--- config.mk ---
export PLATFORM = sky130hd
export DESIGN_NAME = arb_requester
export DESIGN_NICKNAME = d
export VERILOG_FILES = /design/src/rtl/arb_pkg.sv /design/src/rtl/cmd_fifo.sv /design/src/rtl/arb_requester.sv
export SDC_FILE = /design/constraint.sdc
export NUM_CORES = 1
export LEC_CHECK = 0
export BUFFER_PORTS_ARGS = -buffer_cell sky130_fd_sc_hd__buf_2
export CAP_MARGIN = 20
export CORE_ASPECT_RATIO = 0.7
export CORE_MARGIN = 5
export CORE_UTILIZATION = 40
export CTS_CLUSTER_SIZE = 16
export DETAILED_ROUTE_END_ITERATION = 7
export GPL_TIMING_DRIVEN = 1
export PLACE_DENSITY = 0.62
export SYNTH_ARGS = -nofsm -noshare
export SYNTH_HDL_FRONTEND = slang
export SYNTH_HIERARCHICAL = 1
export SYNTH_SLANG_ARGS = --single-unit
--- constraint.sdc ---
create_clock -name clk -period 4.7 [get_ports clk]
set_input_delay 0.47 -clock clk [delete_from_list [all_inputs] [get_ports clk]]
set_output_delay 0.47 -clock clk [all_outputs]
set_load 0.02 [all_outputs]
--- src/rtl/arb_pkg.sv ---
// Shared types and default sizing for the arbiter requester agent.
package arb_pkg;

  localparam int DEF_DATA_W  = 8;
  localparam int DEF_LEN_W   = 4;
  localparam int DEF_DEPTH   = 4;
  localparam int DEF_TIMEOUT = 8;

  typedef enum logic [1:0] {
    IDLE,
    REQ,
    XFER,
    GAP
  } state_t;

  // Command layout at the default widths.
  typedef struct packed {
    logic [DEF_DATA_W-1:0] data;
    logic [DEF_LEN_W-1:0]  len;
  } cmd_t;

endpackage

--- src/rtl/cmd_fifo.sv ---
// Synchronous command FIFO with registered occupancy count.
// rst is asynchronous and active-low.
module cmd_fifo #(
  parameter int WIDTH = 12,
  parameter int DEPTH = 4
) (
  input  logic                       clk,
  input  logic                       rst,
  input  logic                       i_push,
  input  logic [WIDTH-1:0]           i_wdata,
  input  logic                       i_pop,
  output logic [WIDTH-1:0]           o_rdata,
  output logic                       o_full,
  output logic                       o_empty,
  output logic [$clog2(DEPTH):0]     o_count
);

  localparam int AW = $clog2(DEPTH);

  logic [WIDTH-1:0] r_mem [DEPTH];
  logic [AW-1:0]    r_wrPtr;
  logic [AW-1:0]    r_rdPtr;
  logic [AW:0]      r_count;
  logic             w_doPush;
  logic             w_doPop;

  // A push offered while full is refused even if a pop happens in the same cycle.
  assign w_doPush = i_push & ~o_full;
  assign w_doPop  = i_pop & ~o_empty;

  always_ff @(posedge clk or negedge rst) begin
    if (!rst) begin
      r_wrPtr <= '0;
      r_rdPtr <= '0;
      r_count <= '0;
    end else begin
      if (w_doPush) r_wrPtr <= r_wrPtr + 1'b1;
      if (w_doPop)  r_rdPtr <= r_rdPtr + 1'b1;
      case ({w_doPush, w_doPop})
        2'b10:   r_count <= r_count + 1'b1;
        2'b01:   r_count <= r_count - 1'b1;
        default: r_count <= r_count;
      endcase
    end
  end

  always_ff @(posedge clk) begin
    if (w_doPush) r_mem[r_wrPtr] <= i_wdata;
  end

  assign o_rdata = r_mem[r_rdPtr];
  assign o_full  = (r_count == (AW+1)'(DEPTH));
  assign o_empty = (r_count == '0);
  assign o_count = r_count;

endmodule

--- src/rtl/arb_requester.sv ---
// Requester-side agent for one fixed-priority arbiter slot: queues burst
// commands, requests the bus, and issues one beat per granted cycle.
module arb_requester
  import arb_pkg::*;
#(
  parameter int DATA_W  = DEF_DATA_W,
  parameter int LEN_W   = DEF_LEN_W,
  parameter int DEPTH   = DEF_DEPTH,
  parameter int TIMEOUT = DEF_TIMEOUT
) (
  input  logic              clk,
  input  logic              rst,
  input  logic              cmd_valid,
  output logic              cmd_ready,
  input  logic [DATA_W-1:0] cmd_data,
  input  logic [LEN_W-1:0]  cmd_len,
  output logic              req,
  input  logic              grt,
  output logic              bus_valid,
  output logic [DATA_W-1:0] bus_data,
  output logic              bus_last,
  output logic              starve
);

  localparam int CMD_W = DATA_W + LEN_W;
  localparam int WCW   = $clog2(TIMEOUT + 1);
  localparam logic [WCW-1:0] WAIT_MAX = WCW'(TIMEOUT);
  localparam logic [WCW-1:0] WAIT_PRE = WCW'(TIMEOUT - 1);

  state_t                r_state;
  logic [DATA_W-1:0]     r_base;
  logic [LEN_W-1:0]      r_len;
  logic [LEN_W-1:0]      r_beatIdx;
  logic [WCW-1:0]        r_waitCnt;

  logic                  w_full;
  logic                  w_empty;
  logic [$clog2(DEPTH):0] w_count;
  logic [CMD_W-1:0]      w_head;
  logic                  w_push;
  logic                  w_pop;
  logic                  w_hasCmd;
  logic                  w_granted;

  assign w_push    = cmd_valid & ~w_full;
  assign w_pop     = (r_state == REQ) & grt & (w_count != '0);
  assign w_hasCmd  = ~w_empty | w_push;
  assign w_granted = (r_state == XFER) & grt;

  cmd_fifo #(
    .WIDTH (CMD_W),
    .DEPTH (DEPTH)
  ) u_fifo (
    .clk     (clk),
    .rst     (rst),
    .i_push  (cmd_valid),
    .i_wdata ({cmd_data, cmd_len}),
    .i_pop   (w_pop),
    .o_rdata (w_head),
    .o_full  (w_full),
    .o_empty (w_empty),
    .o_count (w_count)
  );

  // beat_idx is left at len after the final beat so bus_data holds its last value.
  always_ff @(posedge clk or negedge rst) begin
    if (!rst) begin
      r_state   <= IDLE;
      r_base    <= '0;
      r_len     <= '0;
      r_beatIdx <= '0;
      r_waitCnt <= '0;
    end else begin
      case (r_state)
        IDLE: begin
          if (w_hasCmd) r_state <= REQ;
        end
        REQ: begin
          if (grt) begin
            r_base    <= w_head[CMD_W-1:LEN_W];
            r_len     <= w_head[LEN_W-1:0];
            r_beatIdx <= '0;
            r_waitCnt <= '0;
            r_state   <= XFER;
          end else if (r_waitCnt != WAIT_MAX) begin
            r_waitCnt <= r_waitCnt + 1'b1;
          end
        end
        XFER: begin
          if (grt) begin
            if (r_beatIdx == r_len) r_state <= GAP;
            else                    r_beatIdx <= r_beatIdx + 1'b1;
          end
        end
        GAP: begin
          r_state <= w_hasCmd ? REQ : IDLE;
        end
        default: r_state <= IDLE;
      endcase
    end
  end

  assign cmd_ready = ~w_full;
  assign req       = (r_state == REQ) | (r_state == XFER);
  assign bus_valid = w_granted;
  assign bus_data  = r_base + DATA_W'(r_beatIdx);
  assign bus_last  = w_granted & (r_beatIdx == r_len);
  // Fires only on the cycle the wait counter steps onto TIMEOUT.
  assign starve    = (r_state == REQ) & ~grt & (r_waitCnt == WAIT_PRE);

endmodule

==> flow_metrics.tcl, run 1 <==
set metrics [dict create \
    cp_top_family "adder cells" \
    synth-seq-area-share_pct 59.8 \
    slowest_stage "dfrtp_1" \
    finalMaxSlewViolations 0 \
    cts_buffers 9 \
    critical_path_class "register to register" \
    reg2reg_slack_ps 1880 \
    fin_nets 309 \
    r2r_end "u_fifo/o_count[2]" \
    coreArea_sq_um 8960 \
    syn_area_per_cell_sq_um 15.1 \
    cp.required_ps 4950 \
    clk_path_buf_depth 2 \
    start_util_pct 40.4 \
    skew_ps 7.47 \
    start_kind "register" \
    async_reset_ff_share_pct 37.7 \
    fmax_mhz 355 \
    drive_above_1_share_pct 26.3 \
    synth_edf_count 48 \
    critPathMaxStageDelay_ps 430 \
    portBuffers 28 \
    rsz0062_at_grt "no" \
    status "completed" \
    path_buf_inv 2 \
    dr.first_iter.drc_count 111 \
    track_usage_pct 13.2 \
    syn_inst 240 \
    fin_crit_ps 2820 \
    hold_violations 0 \
    synth_area_sq_um 3620 \
    clock-sinks 77 \
    grt_pass1_wl_mm 10.8 \
    place_congestion 0.790 \
    wl_per_cell_um 15.8 \
    slew_headroom_pct 43.7 \
    grt_pass1_vias 1993 \
    r2r.worst_path.cells 11 \
    cts_tree "yes" \
    antenna_found_initial 0 \
    total_power_mw 2.87 \
    cp-endpoint "u_fifo/o_count[2]" \
    ys_seq_elements 77 \
    dp_hpwl_mm 4.39 \
    cap_violations 0 \
    drtAntennaViolNets 0 \
    r2r_start "r_state[1]" \
    htreeDepth 3 \
    arrival_ps 3060 \
    yosysWarnings 6 \
    die_x_um 124 \
    worstMarginPinSlew_ps 845 \
    synth.distinct_cells 46 \
    setup_violations 0 \
    holdCritPathClass "input port to async pin" \
    cts_hold_buf 0 \
    grt_max_degree 30 \
    finalSetupTns_ps 0 \
    wirelength_mm 6.35 \
    end_kind "register" \
    vias_per_cell 5.03 \
    powerDensity_nw_per_um2 685 \
    cp_max_fo 13 \
    synth_flop_cell "edfxtp_1" \
    antenna_cells 0 \
    io_pins 29 \
    clkTransAtPathRegs_ps 60 \
    synthesis.nets 275 \
    clkLatencyLatePin_ps 330 \
    crit_start "r_state[1]" \
    rows 29 \
    leakage_nw 1.67 \
    cts_resized 0 \
    fin_crit_sh_pct 59.9 \
    grt_overflow 0 \
    drc 0 \
    ir_drop_uv 309 \
    vias 2023 \
    die_h_um 89.6 \
    post_cts_buffers 0 \
    root_buffer "clkbuf_16" \
    area_growth_pct 15.4 \
    worstPathCellList "inv_1 -> ha_1 -> nand2_1 -> nor2_1 -> o31a_2 -> ha_1 -> inv_1 -> fa_1 -> xor2_1 -> nor2_1 -> xor2_1" \
    dieArea_sq_um 11100 \
    firstDrtPassIters 4 \
    cp.depth 11 \
]
==> Yosys cell counts, drive strengths merged (2+ instances only) <==
cell type / count / share of area, %
xnor2: 10 / 3.2
nand2: 12 / 1.2
fa: 2 / 1.1
mux4: 12 / 7.5
nor2: 8 / 0.83
and2: 2 / 0.41
mux2i: 5 / 1.4
inv: 22 / 2.3
o21ai: 8 / 1.3
a211oi: 3 / 0.62
xor2: 5 / 1.2
nor2b: 2 / 0.35
ha: 17 / 5.9
a22oi: 2 / 0.41
and3: 4 / 0.83
o221ai: 2 / 0.48
edfxtp: 48 / 40
nand4: 2 / 0.76
a21oi: 3 / 0.41
dfrtp: 29 / 20
mux2: 14 / 4.6
nor3: 4 / 0.55
and2b: 2 / 0.48
buf: 5 / 0.76
o22ai: 3 / 0.52
nand3: 2 / 0.28
==> sequential cells by signal, indices dropped and copies added (netlist names) <==
name            count
r_len               4
u_fifo/r_mem       48
u_fifo/r_rdPtr      2
r_base              8
r_waitCnt           4
u_fifo/o_count      3
u_fifo/r_wrPtr      2
r_beatIdx           4
r_state             2
==> worst min path at each step <==
| stage | start | endpoint | slack [ps] | cells past startpoint |
|---|---|---|---|---|
| after CTS | rst | r_beatIdx[3] | 200 | 1 |
| final | rst | r_waitCnt[2] | 180 | 1 |
| after floorplan | rst | r_base[0] | 170 | 0 |
| after global routing | rst | r_beatIdx[3] | 240 | 1 |
| after global placement | r_base[2] | r_base[2] | 500 | 1 |
| after detailed placement | r_base[7] | r_base[7] | 500 | 1 |
==> cells in the final DEF (no fill, tap or decap), drive strengths merged, types with 3 or more instances in the layout <==
cell type,Yosys,routed
o21ai,8,8
mux4,12,12
ha,17,17
mux2i,5,5
nor2,8,8
xnor2,10,10
dfrtp,29,29
a211oi,3,3
nor3,4,4
buf,5,28
and3,4,4
a21oi,3,3
nand2,12,12
clkbuf,0,10
mux2,14,14
xor2,5,5
inv,22,22
o22ai,3,3
edfxtp,48,48
==> per-layer routing <==
metal  up-vias  wire length [um]  track usage, %
met5         -                 0               0
met4         0                72            4.62
met3        11               321            4.32
met2        47              2650            18.3
met1      1007              3300            19.3
li1        958                 -               -
==> per-stage QoR <==
stage	hold WS, ps	std cells	area, sq um	setup slack (ps)	utilization, %
floorplan	174	240	3620	2300	-
global placement	495	387	3890	2010	43.4
detailed placement	504	387	3890	1850	43.4
CTS	203	402	4180	1840	46.7
global route	241	402	4180	1650	46.7
finish	180	402	4180	1880	46.7
==> layout make-up <==
class | instances | area [sq um]
fillers | 835 | 4780
flip-flops and latches | 77 | 2170
multi-input cells | 136 | 1350
clock buffers | 10 | 229
well taps | 124 | 155
repair buffers | 28 | 140
inverters | 22 | 82.6
clock inverters | 5 | 62.6
==> cell families (layout without fill, tap and decap cells) <==
kind of cell    count (synthesis)  after routing  share of synthesized area, %
flops                          77             77                          59.8
simple gates                   41             41                          6.39
mux                            31             31                          13.4
compound gates                 30             30                          5.94
buf+inv                        27             65                          3.04
fa+ha+maj                      19             19                          6.98
xor+xnor                       15             15                          4.45
==> power breakdown <==
part | switching, mW | leakage [nW] | internal [mW]
Clock | 0.265 | 0.135 | 0.410
Combinational | 0.547 | 0.747 | 0.496
Sequential | 0.209 | 0.789 | 0.939
Power figures use the tool's default switching activity.
==> run 2: changes to the inputs <==
--- a/config.mk
+++ b/config.mk
@@ -5,6 +5,7 @@
 export SDC_FILE = /design/constraint.sdc
 export NUM_CORES = 1
 export LEC_CHECK = 0
+export ABC_AREA = 1
 export BUFFER_PORTS_ARGS = -buffer_cell sky130_fd_sc_hd__buf_2
 export CAP_MARGIN = 20
 export CORE_ASPECT_RATIO = 0.7
@@ -13,7 +14,7 @@
 export CTS_CLUSTER_SIZE = 16
 export DETAILED_ROUTE_END_ITERATION = 7
 export GPL_TIMING_DRIVEN = 1
-export PLACE_DENSITY = 0.62
+export PLACE_DENSITY = 0.64
 export SYNTH_ARGS = -nofsm -noshare
 export SYNTH_HDL_FRONTEND = slang
 export SYNTH_HIERARCHICAL = 1
==> constraint.sdc (replaced) <==
create_clock -name clk -period 2.4 [get_ports clk]
set_input_delay 0.24 -clock clk [delete_from_list [all_inputs] [get_ports clk]]
set_output_delay 0.24 -clock clk [all_outputs]
set_load 0.02 [all_outputs]
==> run 2 against run 1 <==
  * Clock skew shrank 2.2 ps
  * Utilization grew 1.6 points
  * Routed wire length grew 9.5%
  * Sequential share of layout area shrank 2.7 points
  * Sequential cell count is the same
  * Largest cell class unchanged
  * Largest power group is now combinational logic
  * Sequential power grew 83%
  * Design area grew 5.6%
==> flow_metrics.tcl, run 2 <==
set metrics [dict create \
    fin_nets 438 \
    die_h_um 91.3 \
    ir_drop_uv 470 \
    drtAntennaViolNets 0 \
    grt_max_degree 44 \
    synthTopCellsByArea "edfxtp_1, dfrtp_1, nand2_1" \
    dp_hpwl_mm 4.89 \
    finalMaxSlewViolations 0 \
    final_cell_mix "nand2_1, inv_1, edfxtp_1, buf_2, dfrtp_1" \
    cp_max_fo 7 \
    cap_violations 0 \
    critical_path_class "register to primary output" \
    grt_pass1_wl_mm 11.6 \
    clock_power_share_pct 26.0 \
    yosysWarnings 6 \
    clkTransAtPathRegs_ps 60 \
    ys_top_cells_by_count "nand2_1, inv_1, edfxtp_1" \
    worstMarginPinSlew_ps 701 \
    fmax_mhz 451 \
    synth_area_sq_um 3780 \
    reg2reg_slack_ps 250 \
    clkLatencyLatePin_ps 340 \
    dr.first_iter.drc_count 146 \
    max_flop_register "u_fifo/r_mem" \
    clock-sinks 77 \
    ys_seq_elements 77 \
    dieArea_sq_um 11500 \
    hold_violations 0 \
    start_util_pct 41.3 \
    p_int_mw 3.53 \
    drc 0 \
    comb_power_share_pct 37.4 \
    fin_crit_sh_pct 92.4 \
    largest_reg_flops 48 \
    end_kind "primary output" \
    grt_pass1_vias 2279 \
    syn_inst 365 \
    rows 29 \
    hp-start "cmd_len[0]" \
    io_pins 29 \
    mostFrequentLayoutCell "nand2_1" \
    wl_per_cell_um 13.1 \
    holdCritPathClass "input port to register" \
    root_buffer "clkbuf_16" \
    synth_most_common_cell "nand2_1" \
    die_x_um 126 \
    clk_path_buf_depth 2 \
    vias_per_cell 4.70 \
    coreArea_sq_um 9140 \
    status "completed" \
    track_usage_pct 13.0 \
    cts_buffers 9 \
    fin_crit_ps 2220 \
    total_power_mw 5.74 \
    p_sw_share_pct 38.5 \
    whs_endpoint "u_fifo/r_mem[1][0]" \
    syn_area_per_cell_sq_um 10.3 \
    powerDensity_nw_per_um2 1300 \
    portBuffers 28 \
    cp.required_ps 2160 \
    drive_above_1_share_pct 21.1 \
    leakage_nw 2.04 \
    r2r_start "r_state[1]" \
    antenna_found_initial 0 \
    arrival_ps 1980 \
    seq_power_share_pct 36.6 \
    firstDrtPassIters 4 \
    synthesis.nets 400 \
    cts_tree "yes" \
    r2r_end "u_fifo/o_count[2]" \
    p_sw_mw 2.21 \
    antenna_cells 0 \
    setup_violations 0 \
    rsz0062_at_grt "no" \
    synth_flop_cell "edfxtp_1" \
    skew_ps 5.28 \
    r2r.worst_path.cells 13 \
    finalSetupTns_ps 0 \
    place_congestion 0.783 \
    min_delay_path_depth 1 \
    top_regs "u_fifo/r_mem (48), r_base (8)" \
    synth_area_leader_cell "edfxtp_1" \
    synth.distinct_cells 26 \
    vias 2498 \
    slew_headroom_pct 53.2 \
    grt_overflow 0 \
    synth-seq-area-share_pct 57.4 \
    htreeDepth 3 \
    async_reset_ff_share_pct 37.7 \
    start_kind "register" \
    synth_top_cell_area_share_pct 38.2 \
    post_cts_buffers 0 \
    wirelength_mm 6.95 \
    area_growth_pct 16.9 \
    synth_edf_count 48 \
]
## run 2: changes by cell type in the layout (fill, tap and decap cells not counted), sizes merged, moves of 3 or more
cell and delta:
buf +7, a211oi -3, xnor2 -5, mux4 -12, nand2 +84, nor2 +5, mux2 -7, mux2i -5
inv +46, o211ai +24, a21oi +9, nand3 +17, o22ai -3, and3 -4
## run 2: layout make-up
type,instances,area (sq um)
Inverter,64,240
Clock inverter,7,105
Multi-Input combinational cell,215,1320
Clock buffer,9,225
Timing Repair Buffer,36,203
Fill cell,856,4730
Tap cell,124,155
Sequential cell,77,2170
## run 2: how the worst max path moves through the flow
stage | startpoint | endpoint | slack [ps] | depth (start not counted)
CTS | r_beatIdx[0] | bus_data[6] | 20 | 7
finish | r_beatIdx[0] | bus_data[6] | 180 | 7
global route | r_beatIdx[0] | bus_data[6] | 20 | 7
global placement | r_state[1] | u_fifo/o_count[2] | 290 | 13
floorplan | r_state[1] | u_fifo/o_count[2] | 210 | 14
detailed placement | r_state[1] | u_fifo/o_count[2] | 190 | 13
## run 2: timing repair
item                       4_1_cts  5_1_grt
pin swaps                        0        1
hold endpoints to repair        29        0
gates resized for setup          1        5
hold buffers                     1        0
setup endpoints to repair        1        2
gates cloned                     0        0
## run 2: stage by stage
| step | cell area (sq um) | util (%) | setup slack [ps] | instances | hold slack, ps |
|---|---|---|---|---|---|
| 6_report | 4420 | 48.3 | 183 | 532 | 121 |
| 5_1_grt | 4420 | 48.3 | 24.8 | 532 | 101 |
| 4_1_cts | 4410 | 48.2 | 24.0 | 532 | 103 |
| 3_5_place_dp | 4070 | 44.5 | 185 | 515 | 313 |
| 3_3_place_gp | 4070 | 44.5 | 291 | 515 | 313 |
| 2_1_floorplan | 3780 | - | 213 | 365 | -55.6 |
## run 2: critical path, cell delays in order (launching register included)
cell and delay, ps:
dfrtp_2 420, ha_1 180, inv_1 50, fa_1 410, o21ai_2 160, nand3_1 100, xnor2_1 130, buf_2 180
## run 2: power by group through the flow
| stage | clock network [mW] | registers, mW | logic [mW] |
|---|---|---|---|
| floorplan | 0 | 2.03 | 1.66 |
| global placement | 0 | 2.10 | 2.11 |
| detailed placement | 0 | 2.12 | 2.15 |
| CTS | 1.53 | 2.10 | 2.17 |
| global route | 1.59 | 2.15 | 2.44 |
| finish | 1.49 | 2.10 | 2.15 |
## run 2: logic make-up (layout without fill, tap and decap cells)
family	Yosys count	after routing	share of synthesized area, %
XOR/XNOR	10	10	2.32
adder cells (fa/ha/maj)	19	19	6.69
AND/OR/NAND/NOR	134	134	14.8
buffers and inverters	73	116	7.92
AO/OA/AOI/OAI	45	45	8.81
flip-flops	77	77	57.4
multiplexers	7	7	2.09
## run 2: layer usage
metal,track usage (%),vias up,wire [um]
li1,-,1278,-
met1,17.9,1154,3470
met4,4.02,0,40
met5,0,-,0
met2,18.8,62,3070
met3,5.16,4,377
==> run 3: changes to the inputs <==
--- a/config.mk
+++ b/config.mk
@@ -14,7 +14,7 @@
 export CTS_CLUSTER_SIZE = 16
 export DETAILED_ROUTE_END_ITERATION = 7
 export GPL_TIMING_DRIVEN = 1
-export PLACE_DENSITY = 0.64
+export PLACE_DENSITY = 0.59
 export SYNTH_ARGS = -nofsm -noshare
 export SYNTH_HDL_FRONTEND = slang
 export SYNTH_HIERARCHICAL = 1
==> run 3 against run 2 <==
  * Largest power group unchanged
  * Routed wire length grew 1.3%
  * Sequential share of layout area shrank 0.24 points
  * Global-route usage grew 0.18 points
  * Via count shrank 0.12%
  * Largest cell class unchanged
  * Critical path type unchanged
  * Clock power grew 3%
  * Hold slack gained 2.6 ps
==> flow_metrics.tcl, run 3 (synthesis gave the netlist of run 2 again) <==
set metrics [dict create \
    wl_per_cell_um 13.2 \
    place_area_sq_um 4080 \
    clock_power_share_pct 26.6 \
    holdCritPathClass "input port to register" \
    r2r.worst_path.cells 13 \
    r2r_end "u_fifo/o_count[2]" \
    io_pins 29 \
    cp_max_fo 7 \
    final-seq-area_sq_um 2170 \
    clk_path_buf_depth 2 \
    multiInputGateArea_sq_um 1320 \
    firstDrtPassIters 4 \
    place_ws_ps 173 \
    status "completed" \
    vias_per_cell 4.69 \
    top_regs "u_fifo/r_mem (48), r_base (8)" \
    die_x_um 126 \
    fmax_mhz 449 \
    clkLatencyLatePin_ps 330 \
    final_cell_mix "nand2_1, inv_1, edfxtp_1, buf_2, dfrtp_1" \
    seq_power_share_pct 35.6 \
    arrival_ps 1990 \
    r2r_start "r_state[1]" \
    min_delay_path_depth 1 \
    max_flop_register "u_fifo/r_mem" \
    clkTransAtPathRegs_ps 50 \
    dp_hpwl_mm 4.92 \
    area_growth_pct 17.5 \
    track_usage_pct 13.2 \
    drtAntennaViolNets 0 \
    comb_power_share_pct 37.8 \
    antenna_cells 0 \
    antenna_found_initial 0 \
    cp-endpoint "bus_data[6]" \
    dr.first_iter.drc_count 176 \
    dieArea_sq_um 11500 \
    fin_nets 438 \
    htreeDepth 3 \
    grt_overflow 0 \
    vias 2495 \
    crit_start "r_beatIdx[0]" \
    critical_path_class "register to primary output" \
    leakage_nw 2.06 \
    portBuffers 28 \
    drive_above_1_share_pct 20.1 \
    coreArea_sq_um 9140 \
    largest_reg_flops 48 \
    fin_crit_sh_pct 92.7 \
    skew_ps 8.59 \
    rows 29 \
    mostFrequentLayoutCell "nand2_1" \
    final_cell_area_sq_um 4440 \
    end_kind "primary output" \
    p_int_mw 3.67 \
    total_power_mw 5.80 \
    drc 0 \
    wirelength_mm 7.04 \
    die_h_um 91.3 \
    worstMarginPinSlew_ps 678 \
    p_sw_mw 2.14 \
    worstPathCellList "ha_1 -> inv_1 -> fa_1 -> o21ai_2 -> nand3_1 -> xnor2_1 -> buf_2" \
    ir_drop_uv 685 \
    place_congestion 0.769 \
    rsz0062_at_grt "no" \
    setup_ws_ps 174 \
    start_util_pct 41.3 \
    slowest_stage "dfrtp_2" \
    grt_pass1_wl_mm 11.9 \
    reg2reg_slack_ps 180 \
    p_sw_share_pct 36.8 \
    slew_headroom_pct 54.8 \
    cap_violations 0 \
    fin_crit_ps 2230 \
    cp.required_ps 2160 \
    hold_violations 0 \
    clock-sinks 77 \
    nFillCells 851 \
    critPathMaxStageDelay_ps 410 \
    root_buffer "clkbuf_16" \
    start_kind "register" \
    grt_pass1_vias 2343 \
    finalSetupTns_ps 0 \
    powerDensity_nw_per_um2 1310 \
    cts_tree "yes" \
    grt_max_degree 50 \
    finalMaxSlewViolations 0 \
    cts_buffers 9 \
    post_cts_buffers 0 \
    setup_violations 0 \
]
run 3: cell type report:
| type | count | share of cell area (%) |
|---|---|---|
| clock buffers | 12 | 5.55 |
| clock inverters | 4 | 2.14 |
| inverters | 64 | 5.41 |
| multi-input cells | 215 | 29.7 |
| flip-flops and latches | 77 | 48.9 |
| well taps | 124 | 3.50 |
| repair buffers | 36 | 4.85 |
run 3: stage by stage:
step | cells | utilization (%) | hold WS (ps)
after floorplan | 365 | - | -55.6
after global placement | 515 | 44.6 | 323
after detailed placement | 515 | 44.6 | 320
after CTS | 532 | 48.5 | 111
after global routing | 532 | 48.5 | 119
final | 532 | 48.5 | 124
run 3: worst min-delay path by stage:
| stage | from | to | slack, ps |
|---|---|---|---|
| after floorplan | rst | r_base[0] | -60 |
| after global placement | rst | u_fifo/r_wrPtr[0] | 320 |
| after detailed placement | rst | u_fifo/r_wrPtr[0] | 320 |
| after CTS | cmd_data[7] | u_fifo/r_mem[3][11] | 110 |
| after global routing | cmd_data[7] | u_fifo/r_mem[2][11] | 120 |
| final | cmd_data[7] | u_fifo/r_mem[2][11] | 120 |
run 3: per-layer routing:
metal / global-route usage, % / part of all wire (%)
met1: 19.2 / 51
met2: 18.2 / 41
met3: 4.05 / 6.1
met4: 5.36 / 1.8
met5: 0 / 0
run 3: repair_timing:
item	CTS	global route
gates resized for setup	1	3
setup endpoints to repair	1	2
hold endpoints to repair	29	0
hold buffers	1	0
gates cloned	0	0
run 3: power by group through the flow:
stage	logic (mW)	clock network (mW)	registers [mW]
finish	2.19	1.54	2.06
global route	2.50	1.63	2.11
CTS	2.23	1.58	2.07
detailed placement	2.22	0	2.09
global placement	2.18	0	2.07
floorplan	1.66	0	2.03
run 3: critical path: cells and delay by family (launching register included):
kind	cells	cell delay, ps
XOR/XNOR	1	130
AND/OR/NAND/NOR	1	110
adder cells (fa/ha/maj)	2	590
buffers and inverters	2	230
AO/OA/AOI/OAI	1	190
flip-flops	1	410
